## src/rtl/bm_dag4_pipe_param_if.sv

```systemverilog
// Handshake and operand/result bundle for bm_dag4_pipe_param.
// The master side drives operands and out_ready. The slave side is the pipeline.
interface bm_dag4_pipe_param_if #(
    parameter int WIDTH = 8
);
    logic             in_valid;
    logic             in_ready;
    logic [WIDTH-1:0] a_in;
    logic [WIDTH-1:0] b_in;
    logic [WIDTH-1:0] c_in;
    logic [WIDTH-1:0] d_in;
    logic             out_valid;
    logic             out_ready;
    logic [WIDTH-1:0] out0;
    logic [WIDTH-1:0] out1;
    logic             acc_clear;
    logic [WIDTH+7:0] acc_out;

    modport master (
        output in_valid, a_in, b_in, c_in, d_in, out_ready, acc_clear,
        input  in_ready, out_valid, out0, out1, acc_out
    );

    modport slave (
        input  in_valid, a_in, b_in, c_in, d_in, out_ready, acc_clear,
        output in_ready, out_valid, out0, out1, acc_out
    );
endinterface

```

## src/rtl/bm_dag4_pipe_param.sv

```systemverilog
// Pipelined four-leaf add/sub DAG with a valid/ready handshake and a full-pipeline stall.
// The optional running accumulator on out0 is built only when BM_DAG_ACCUM_EN is defined.
module bm_dag4_pipe_param #(
    parameter int WIDTH = 8,
    parameter int DEPTH = 2
) (
    input logic                 clock,
    input logic                 reset,
    bm_dag4_pipe_param_if.slave bus
);
    logic             en;
    logic             accept;
    logic             out_valid_q;
    logic [WIDTH-1:0] out0_q;
    logic [WIDTH-1:0] out1_q;
    logic [WIDTH-1:0] leaf_x;
    logic [WIDTH-1:0] leaf_y;
    logic [WIDTH-1:0] leaf_z;
    logic [WIDTH-1:0] leaf_w;

    assign en           = !out_valid_q || bus.out_ready;
    assign bus.in_ready = !reset && en;
    assign accept       = bus.in_valid && bus.in_ready;

    assign leaf_x = bus.a_in + bus.b_in;
    assign leaf_y = bus.a_in - bus.b_in;
    assign leaf_z = bus.c_in - bus.d_in;
    assign leaf_w = bus.c_in + bus.d_in;

    generate
        if (DEPTH == 1) begin : g_single
            always_ff @(posedge clock or posedge reset) begin
                if (reset) begin
                    out_valid_q <= 1'b0;
                    out0_q      <= '0;
                    out1_q      <= '0;
                end else if (en) begin
                    out_valid_q <= accept;
                    if (accept) begin
                        out0_q <= leaf_x + leaf_z;
                        out1_q <= leaf_y - leaf_w;
                    end
                end
            end
        end else begin : g_multi
            localparam int LAST = DEPTH - 2;

            logic             stage_valid [DEPTH-1];
            logic [WIDTH-1:0] x_q         [DEPTH-1];
            logic [WIDTH-1:0] y_q         [DEPTH-1];
            logic [WIDTH-1:0] z_q         [DEPTH-1];
            logic [WIDTH-1:0] w_q         [DEPTH-1];

            // Data registers only load behind a valid bit, so bubbles never
            // disturb the held output values.
            always_ff @(posedge clock or posedge reset) begin
                if (reset) begin
                    for (int i = 0; i < DEPTH - 1; i++) begin
                        stage_valid[i] <= 1'b0;
                        x_q[i]         <= '0;
                        y_q[i]         <= '0;
                        z_q[i]         <= '0;
                        w_q[i]         <= '0;
                    end
                    out_valid_q <= 1'b0;
                    out0_q      <= '0;
                    out1_q      <= '0;
                end else if (en) begin
                    stage_valid[0] <= accept;
                    if (accept) begin
                        x_q[0] <= leaf_x;
                        y_q[0] <= leaf_y;
                        z_q[0] <= leaf_z;
                        w_q[0] <= leaf_w;
                    end
                    for (int i = 1; i < DEPTH - 1; i++) begin
                        stage_valid[i] <= stage_valid[i-1];
                        if (stage_valid[i-1]) begin
                            x_q[i] <= x_q[i-1];
                            y_q[i] <= y_q[i-1];
                            z_q[i] <= z_q[i-1];
                            w_q[i] <= w_q[i-1];
                        end
                    end
                    out_valid_q <= stage_valid[LAST];
                    if (stage_valid[LAST]) begin
                        out0_q <= x_q[LAST] + z_q[LAST];
                        out1_q <= y_q[LAST] - w_q[LAST];
                    end
                end
            end
        end
    endgenerate

    assign bus.out_valid = out_valid_q;
    assign bus.out0      = out0_q;
    assign bus.out1      = out1_q;

`ifdef BM_DAG_ACCUM_EN
    logic [WIDTH+7:0] acc_q;

    // A clear wins over a transfer on the same edge; that transfer is dropped.
    always_ff @(posedge clock or posedge reset) begin
        if (reset) begin
            acc_q <= '0;
        end else if (bus.acc_clear) begin
            acc_q <= '0;
        end else if (out_valid_q && bus.out_ready) begin
            acc_q <= acc_q + {8'd0, out0_q};
        end
    end

    assign bus.acc_out = acc_q;
`else
    logic acc_clear_unused;

    assign acc_clear_unused = bus.acc_clear;
    assign bus.acc_out      = '0;
`endif
endmodule

```

## src/flat_wrapper.sv

```systemverilog
// flat-port wrapper written by rule: the top's interface ports become plain ports
module bm_dag4_pipe_param_flat 
#(
    parameter int WIDTH = 8,
    parameter int DEPTH = 2
)
  (clock, reset, bus_in_valid, bus_a_in, bus_b_in, bus_c_in, bus_d_in, bus_out_ready, bus_acc_clear, bus_in_ready, bus_out_valid, bus_out0, bus_out1, bus_acc_out);
  bm_dag4_pipe_param_if #(.WIDTH(WIDTH)) bus_i ();
  input logic clock;
  input logic reset;
  input wire logic [$bits(bus_i.in_valid)-1:0] bus_in_valid;
  input wire logic [$bits(bus_i.a_in)-1:0] bus_a_in;
  input wire logic [$bits(bus_i.b_in)-1:0] bus_b_in;
  input wire logic [$bits(bus_i.c_in)-1:0] bus_c_in;
  input wire logic [$bits(bus_i.d_in)-1:0] bus_d_in;
  input wire logic [$bits(bus_i.out_ready)-1:0] bus_out_ready;
  input wire logic [$bits(bus_i.acc_clear)-1:0] bus_acc_clear;
  output wire logic [$bits(bus_i.in_ready)-1:0] bus_in_ready;
  output wire logic [$bits(bus_i.out_valid)-1:0] bus_out_valid;
  output wire logic [$bits(bus_i.out0)-1:0] bus_out0;
  output wire logic [$bits(bus_i.out1)-1:0] bus_out1;
  output wire logic [$bits(bus_i.acc_out)-1:0] bus_acc_out;
  assign bus_i.in_valid = bus_in_valid;
  assign bus_i.a_in = bus_a_in;
  assign bus_i.b_in = bus_b_in;
  assign bus_i.c_in = bus_c_in;
  assign bus_i.d_in = bus_d_in;
  assign bus_i.out_ready = bus_out_ready;
  assign bus_i.acc_clear = bus_acc_clear;
  assign bus_in_ready = bus_i.in_ready;
  assign bus_out_valid = bus_i.out_valid;
  assign bus_out0 = bus_i.out0;
  assign bus_out1 = bus_i.out1;
  assign bus_acc_out = bus_i.acc_out;
  bm_dag4_pipe_param #(.WIDTH(WIDTH), .DEPTH(DEPTH)) u_core (.clock(clock), .reset(reset), .bus(bus_i));
endmodule
```

## config.mk

```make
export PLATFORM = sky130hd
export DESIGN_NAME = bm_dag4_pipe_param_flat
export DESIGN_NICKNAME = d
export VERILOG_FILES = /design/src/rtl/bm_dag4_pipe_param_if.sv /design/src/rtl/bm_dag4_pipe_param.sv /design/src/flat_wrapper.sv
export SDC_FILE = /design/constraint.sdc
export NUM_CORES = 1
export LEC_CHECK = 0
export CAP_MARGIN = 10
export CORE_ASPECT_RATIO = 0.7
export CORE_MARGIN = 2
export CORE_UTILIZATION = 49
export CTS_BUF_LIST = sky130_fd_sc_hd__clkbuf_2 sky130_fd_sc_hd__clkbuf_4 sky130_fd_sc_hd__clkbuf_8
export DETAILED_ROUTE_END_ITERATION = 16
export PLACE_DENSITY = 0.79
export SETUP_SLACK_MARGIN = 0.2
export SLEW_MARGIN = 20
export SYNTH_ARGS = -nofsm -noshare
export SYNTH_HDL_FRONTEND = slang
export SYNTH_SLANG_ARGS = --single-unit
```

## constraint.sdc

```tcl
create_clock -name clock -period 1.7 [get_ports clock]
set_input_delay 0.17 -clock clock [delete_from_list [all_inputs] [get_ports clock]]
set_output_delay 0.17 -clock clock [all_outputs]
set_load 0.005 [all_outputs]
```

==> run metrics, run 1 <==
unrepaired setup endpoints after global routing yes; TritonCTS sink count 47; XOR/XNOR Fraction of Synth Area 0.0512; CTS tree done; clock share of power 0.142; Worst-Skew Late Latency 300 ps; FF-to-FF setup slack -290 ps; min cycle time layout 1990 ps; CP Max Fanout 3; failing checks negative setup slack; fin worst setup slack -292 ps; top cells by count, synth 54 x nand2_1, 47 x dfrtp_1, 43 x inv_1; Root Buffer clkbuf_8; largest net degree at the start of global routing 48; Switching Fraction 0.379; worst-case clock buffer depth 2; Synth Flop Type dfrtp_1; Sequential Power Share 0.295; most numerous cell in the Yosys netlist nand2_1; yosys warns 0; leakage 0.00255 µW; Post-CTS Hold Buffers 0; Wirelength per Cell 16.4 µm; library cells used by synthesis 46; Post-Syn Area 3770 µm²; Net Switching 2200 µW; post-synthesis adder-cell area fraction 0.171; EDFF count, synth 0; final worst path period share 1.17; endpoints failing hold 0; DRC 0; Port Buf Inserts 53; placement row count 26; maximum VDD drop 668 µV; skew final 7.41 ps; top cell type's share of synthesized area 0.312; Critical Path RT 1910 ps; Synth async-reset ratio 1.00; total CTS buffers 5; GRT overflow 0; fin nets 643; initial core utilization 0.510; drt pass-1 iters 5; first-pass GRT wire length 16.2 mm; Core ar. 7380 µm²; Max-Cap Viols 0; initial drt markers 278; Die W 109 µm; fmax 502 MHz; main combinational cell family by area after synthesis compound AO/OA/AOI/OAI gates; I/O Pins 71; share of the yosys chip area belonging to registers 0.312; compound-cell area share of the yosys netlist 0.213; Setup Crit Path Kind reg -> reg; Min Hold Slack 223 ps; Syn Inst Count 436; Int Power 3600 µW; Synth Area in Simple Gates 0.140; DP HPWL 7.37 mm; status finished, violations left; post-synthesis mux area share 0.00831; Area Growth Syn to Fin 49.3%; H-Tree Level Count 2; area leader, netlist dfrtp_1; Clock transition at path regs 90 ps; Placer Congestion 0.853; initial antenna violation count 0; die height 77.4 µm; setup TNS -1160 ps; register bit total from synthesis 47; CP Data Arrival Time 2200 ps; layout cells sized above 1 0.362; Comb pwr share 0.563; Syn Area/Cell 8.64 µm²; Hold Crit Class in -> reg; cell area power density 1030 nW/µm²; Inserted Diodes 0; Vias/cell 5.50; Setup Viol. Count Final 7; startpoint class of the critical path flip-flop; Final Routed Wirelength 10.7 mm; Area contributors post-synth dfrtp_1 31%, ha_1 14%, nand2_1 5.4%, o21ai_0 4.9%, inv_1 4.3%; fin. max-slew vios 0; Crit. End Element flip-flop; total track usage 0.243; pre-CTS WS -578 ps; Fill cells 478; Post-DRT Antenna Nets 0; Via Count 3605; post-layout util 0.761; vias in the first global route 3493; Die Area 8410 µm²
path summary, 6_finish.rpt:
kind	startpoint	endpoint	cells past startpoint
setup reg to reg	u_core.g_multi.z_q[0]	u_core.bus.out0[6]	8
hold reg to reg	u_core.g_multi.w_q[6]	u_core.g_multi.w_q[6]	2
max in group asynchronous	reset	u_core.g_multi.y_q[0]	3
setup / recovery	u_core.g_multi.z_q[0]	u_core.bus.out0[6]	8
hold / removal	bus_b_in[0]	u_core.g_multi.y_q[0]	3
min in group asynchronous	reset	u_core.bus.out_valid	3
cells by family (layout without fill, tap and decap cells):
| logic type | count (synthesis) | count (layout) |
|---|---|---|
| flops | 47 | 47 |
| simple gates | 116 | 116 |
| xor+xnor | 22 | 22 |
| mux | 3 | 3 |
| buf+inv | 77 | 184 |
| fa+ha+maj | 48 | 48 |
| other cells | 1 | 16 |
| compound gates | 122 | 122 |
state kept, by name, indices dropped and copies added, names as in the netlist:
register                    count
u_core.g_multi.stage_valid      1
u_core.bus.out0                 7
u_core.bus.out1                 8
u_core.g_multi.x_q              7
u_core.g_multi.w_q              7
u_core.g_multi.y_q              8
u_core.g_multi.z_q              8
u_core.bus.out_valid            1
cell usage in the layout, fill, tap and decap left out, types with 6 or more instances in the layout:
cell type	n
buf_4	74
nand2_1	53
dfrtp_1	45
clkdlybuf4s50_1	27
o21ai_0	25
inv_1	22
ha_4	19
nor2_1	18
ha_1	18
conb_1	16
inv_2	15
dlygate4sd2_1	14
xnor2_1	13
o21ai_1	12
a21oi_1	12
nor3_1	10
o21a_1	9
nand2b_1	8
buf_6	7
a21o_1	6
xor2_1	6
layer usage:
| metal | share of wire | track usage | vias to the layer above | routed length [µm] |
|---|---|---|---|---|
| met1 | 0.42 | 0.318 | 1745 | 4460 |
| met4 | 0.027 | 0.0462 | 0 | 287 |
| met2 | 0.50 | 0.424 | 131 | 5360 |
| met3 | 0.057 | 0.0387 | 28 | 616 |
| li1 | - | - | 1701 | - |
| met5 | 0 | 0 | - | 0 |
critical path: stages (launching register included):
cell	delay, ps
dfrtp_2	470
ha_4	190
inv_2	50
fa_2	210
nor2b_2	50
o31a_1	270
o21a_1	210
o21a_1	180
o31ai_2	250
repair_timing:
item / in CTS / in global routing
endpoints found under the setup margin: 35 / 34
cloned: 0 / 0
endpoints found under the hold margin: 0 / 0
setup buffers: 7 / 7
resized for setup: 114 / 52
pin swaps: 44 / 40
power groups by stage:
stage	logic (µW)	clock network, µW	registers (µW)
finish	3260	825	1710
detailed placement	2570	0	1710
global route	3520	877	1740
CTS	2890	823	1700
global placement	2440	0	1690
floorplan	1520	0	1670
final cells by class:
| cell class | instances | area (µm²) | share of cell area |
|---|---|---|---|
| Sequential cell | 47 | 1180 | 0.210 |
| Multi-Input combinational cell | 327 | 2860 | 0.509 |
| Tap cell | 98 | 123 | 0.0218 |
| Clock inverter | 1 | 30.0 | 0.00534 |
| Inverter | 43 | 186 | 0.0332 |
| Clock buffer | 6 | 76.3 | 0.0136 |
| Timing Repair Buffer | 134 | 1170 | 0.208 |
metrics by stage:
step | total power [µW] | instance area, µm² | instances
floorplan | 3190 | 3970 | 451
global placement | 4130 | 4930 | 635
detailed placement | 4280 | 4930 | 635
CTS | 5410 | 5360 | 649
global route | 6140 | 5620 | 656
finish | 5800 | 5620 | 656
(Power assumes the default switching activity.)
==> inputs of run 2 (changes only) <==
--- a/config.mk
+++ b/config.mk
@@ -8,11 +8,11 @@
 export CAP_MARGIN = 10
 export CORE_ASPECT_RATIO = 0.7
 export CORE_MARGIN = 2
-export CORE_UTILIZATION = 49
+export CORE_UTILIZATION = 40
 export CTS_BUF_LIST = sky130_fd_sc_hd__clkbuf_2 sky130_fd_sc_hd__clkbuf_4 sky130_fd_sc_hd__clkbuf_8
 export DETAILED_ROUTE_END_ITERATION = 16
-export PLACE_DENSITY = 0.79
-export SETUP_SLACK_MARGIN = 0.2
+export PLACE_DENSITY = 0.66
+export SETUP_SLACK_MARGIN = 0.5
 export SLEW_MARGIN = 20
 export SYNTH_ARGS = -nofsm -noshare
 export SYNTH_HDL_FRONTEND = slang
==> run 2 against run 1 <==
- cell count increased by 11%
- utilization fell by 4.4 points
- wire length rose by 9.0%
- design area is 16% higher
- largest power group unchanged
- the flow still finishes with violations (negative setup slack)
- first-iteration DRC count fell by 35%
- setup slack lost 38 ps
- combinational power is 9.2% higher
==> run metrics, run 2 (same netlist as run 1, synthesis figures left out) <==
status finished, violations left; failing checks negative setup slack; Wirelength per Cell 16.0 µm (-1.9%); total CTS buffers 5 (unchanged); maximum VDD drop 478 µV (-28%); largest net degree at the start of global routing 48 (unchanged); initial drt markers 180 (-35%); max incr delay on CP 430 ps (-40 ps); fin. max-slew vios 0 (unchanged); Area Growth Syn to Fin 73.4%; Post-CTS Hold Buffers 0 (unchanged); Via Count 3724 (+3.3%); cell area power density 945 nW/µm² (-8.4%); DP HPWL 7.24 mm (-1.7%); GRT overflow 0 (unchanged); fin worst setup slack -330 ps (-38.5 ps); area of the multi-input gates 3130 µm² (+9.5%); most frequent cells in the layout 85 x buf_4, 47 x dfrtp_1, 29 x nand2_1; total stage count of the critical path 8 (unchanged); TritonCTS sink count 47 (unchanged); Clock transition at path regs 100 ps (about the same); skew final 9.13 ps (+1.72 ps); CP Max Fanout 3 (unchanged); Root Buffer clkbuf_8; Worst-Skew Late Latency 310 ps (about the same); fin nets 689 (+7.2%); Switching Fraction 0.385 (+0.00648); H-Tree Level Count 2 (unchanged); Die Area 10200 µm² (+21%); vias in the first global route 3770 (+7.9%); hold depth 3 (unchanged); CP top delay family compound AO/OA/AOI/OAI gates; startpoint class of the critical path flip-flop; endpoints failing hold 0 (unchanged); Port Buf Inserts 53 (unchanged); Final Routed Wirelength 11.7 mm (+9.0%); Min Hold Slack 142 ps (-81.0 ps); initial antenna violation count 0 (unchanged); critical path's most frequent cell buf_4; Crit. End Element flip-flop; post-layout util 0.717 (-0.0444); Critical Path RT 1900 ps (about the same); Setup Viol. Count Final 8 (+1); Setup Crit Path Kind reg -> reg; R2R depth 8 (unchanged); layout cells sized above 1 0.499 (+0.137); Vias/cell 5.11 (-7.0%); Seq. cell area 1180 µm² (-0.21%); Net Switching 2380 µW (+8.2%); Int Power 3790 µW (+5.2%); total track usage 0.220 (-0.0227); CP Data Arrival Time 2230 ps (+30 ps); Die W 120 µm (+10%); Placer Congestion 0.850 (-0.39%); Buf+Inv Stages, Crit Path 2 (+1); CTS tree done; fmax 493 MHz (-1.9%); initial core utilization 0.414 (-0.0965); Inserted Diodes 0 (unchanged); DRC 0 (unchanged); drt pass-1 iters 4 (-1); Post-DRT Antenna Nets 0 (unchanged); most common cell after layout, fill and taps aside buf_4; Crit-path slowest cell dfrtp_1; first-pass GRT wire length 18.0 mm (+11%); Sequential Power Share 0.281 (-0.014); leakage 0.00300 µW (+18%); unrepaired setup endpoints after global routing yes; pre-CTS WS -520 ps (+58.3 ps); Max-Cap Viols 0 (unchanged); clock share of power 0.141 (about the same); worst-case clock buffer depth 2 (unchanged); Hold Crit Class in -> reg; die height 85.2 µm (+10%); placement row count 29 (+12%); Core ar. 9110 µm² (+23%); CP Cell Sequence buf_4, ha_4, a211oi_2, buf_4, o21bai_1, a21oi_1, xor2_1, o21ai_0; min cycle time layout 2030 ps (+38.5 ps); Power Total 6170 µW (+6.3%); final worst path period share 1.19 (+0.0226); I/O Pins 71 (unchanged); Fill cells 656 (+37%); Comb pwr share 0.577 (+0.014)
[run 2: changes by cell type in the layout (fill, tap and decap cells not counted), moves of 5 or more]
| cell | previous run | this run |
|---|---|---|
| o21ai_1 | 12 | 17 |
| nand2_2 | 1 | 10 |
| o21ai_0 | 25 | 6 |
| clkdlybuf4s50_1 | 27 | 8 |
| buf_6 | 7 | 28 |
| o21ai_2 | 4 | 14 |
| nand2_4 | 0 | 15 |
| buf_2 | 2 | 8 |
| buf_4 | 74 | 85 |
| buf_8 | 1 | 7 |
| nand2_1 | 53 | 29 |
| dlygate4sd2_1 | 14 | 28 |
[run 2: layout make-up]
class / instances / share of cell area
Tap cell: 124 / 0.0238
Clock inverter: 3 / 0.00671
Sequential cell: 47 / 0.180
Timing Repair Buffer: 180 / 0.269
Inverter: 43 / 0.0307
Multi-Input combinational cell: 327 / 0.479
Clock buffer: 5 / 0.0105
[run 2: final timing paths]
check | endpoint | startpoint | slack (ps)
worst max-delay path | u_core.bus.out0[5] | u_core.g_multi.y_q[0] | -330
worst min-delay path | u_core.g_multi.y_q[0] | bus_b_in[0] | 140
worst max register to register | u_core.bus.out0[5] | u_core.g_multi.y_q[0] | -330
worst min register to register | u_core.bus.out0[5] | u_core.bus.out0[5] | 490
max in group asynchronous | u_core.g_multi.x_q[5] | reset | 1110
min in group asynchronous | u_core.bus.out_valid | reset | 350
[run 2: through the flow]
stage | cells | area (µm²) | setup TNS [ps]
6_report | 729 | 6530 | -1580
5_1_grt | 729 | 6530 | -2230
4_1_cts | 718 | 6170 | -1040
3_5_place_dp | 672 | 5200 | -9240
3_3_place_gp | 672 | 5200 | -8230
2_1_floorplan | 451 | 4120 | -37.6
[run 2: tightest hold or removal path, stage by stage]
cell	delay (ps)
buf_6	90
ha_4	120
o21ai_1	50
[run 2: metal layers]
metal | track usage | share of wire | vias up
met3 | 0.0343 | 0.037 | 22
li1 | - | - | 1793
met5 | 0 | 0 | -
met2 | 0.362 | 0.47 | 94
met4 | 0.0460 | 0.015 | 0
met1 | 0.308 | 0.47 | 1815
[run 2: timing repair]
action                                  in CTS  in global routing
resized for setup                          230                 62
buffers inserted                            34                  9
cloned                                       4                  2
endpoints found under the setup margin      62                 49
pin swaps                                   83                 35
[run 2: power groups by stage]
stage | clock network (µW) | logic (µW) | registers [µW]
2_1_floorplan | 0 | 1650 | 1680
3_3_place_gp | 0 | 2660 | 1700
3_5_place_dp | 0 | 2730 | 1720
4_1_cts | 863 | 3170 | 1690
5_1_grt | 925 | 3860 | 1770
6_report | 873 | 3560 | 1740
==> inputs of run 3 (changes only) <==
--- a/config.mk
+++ b/config.mk
@@ -13,7 +13,6 @@
 export DETAILED_ROUTE_END_ITERATION = 16
 export PLACE_DENSITY = 0.66
 export SETUP_SLACK_MARGIN = 0.5
-export SLEW_MARGIN = 20
 export SYNTH_ARGS = -nofsm -noshare
 export SYNTH_HDL_FRONTEND = slang
 export SYNTH_SLANG_ARGS = --single-unit
==> results of run 3 <==
No change in the layout: final DEF, timing and power equal those of run 2.
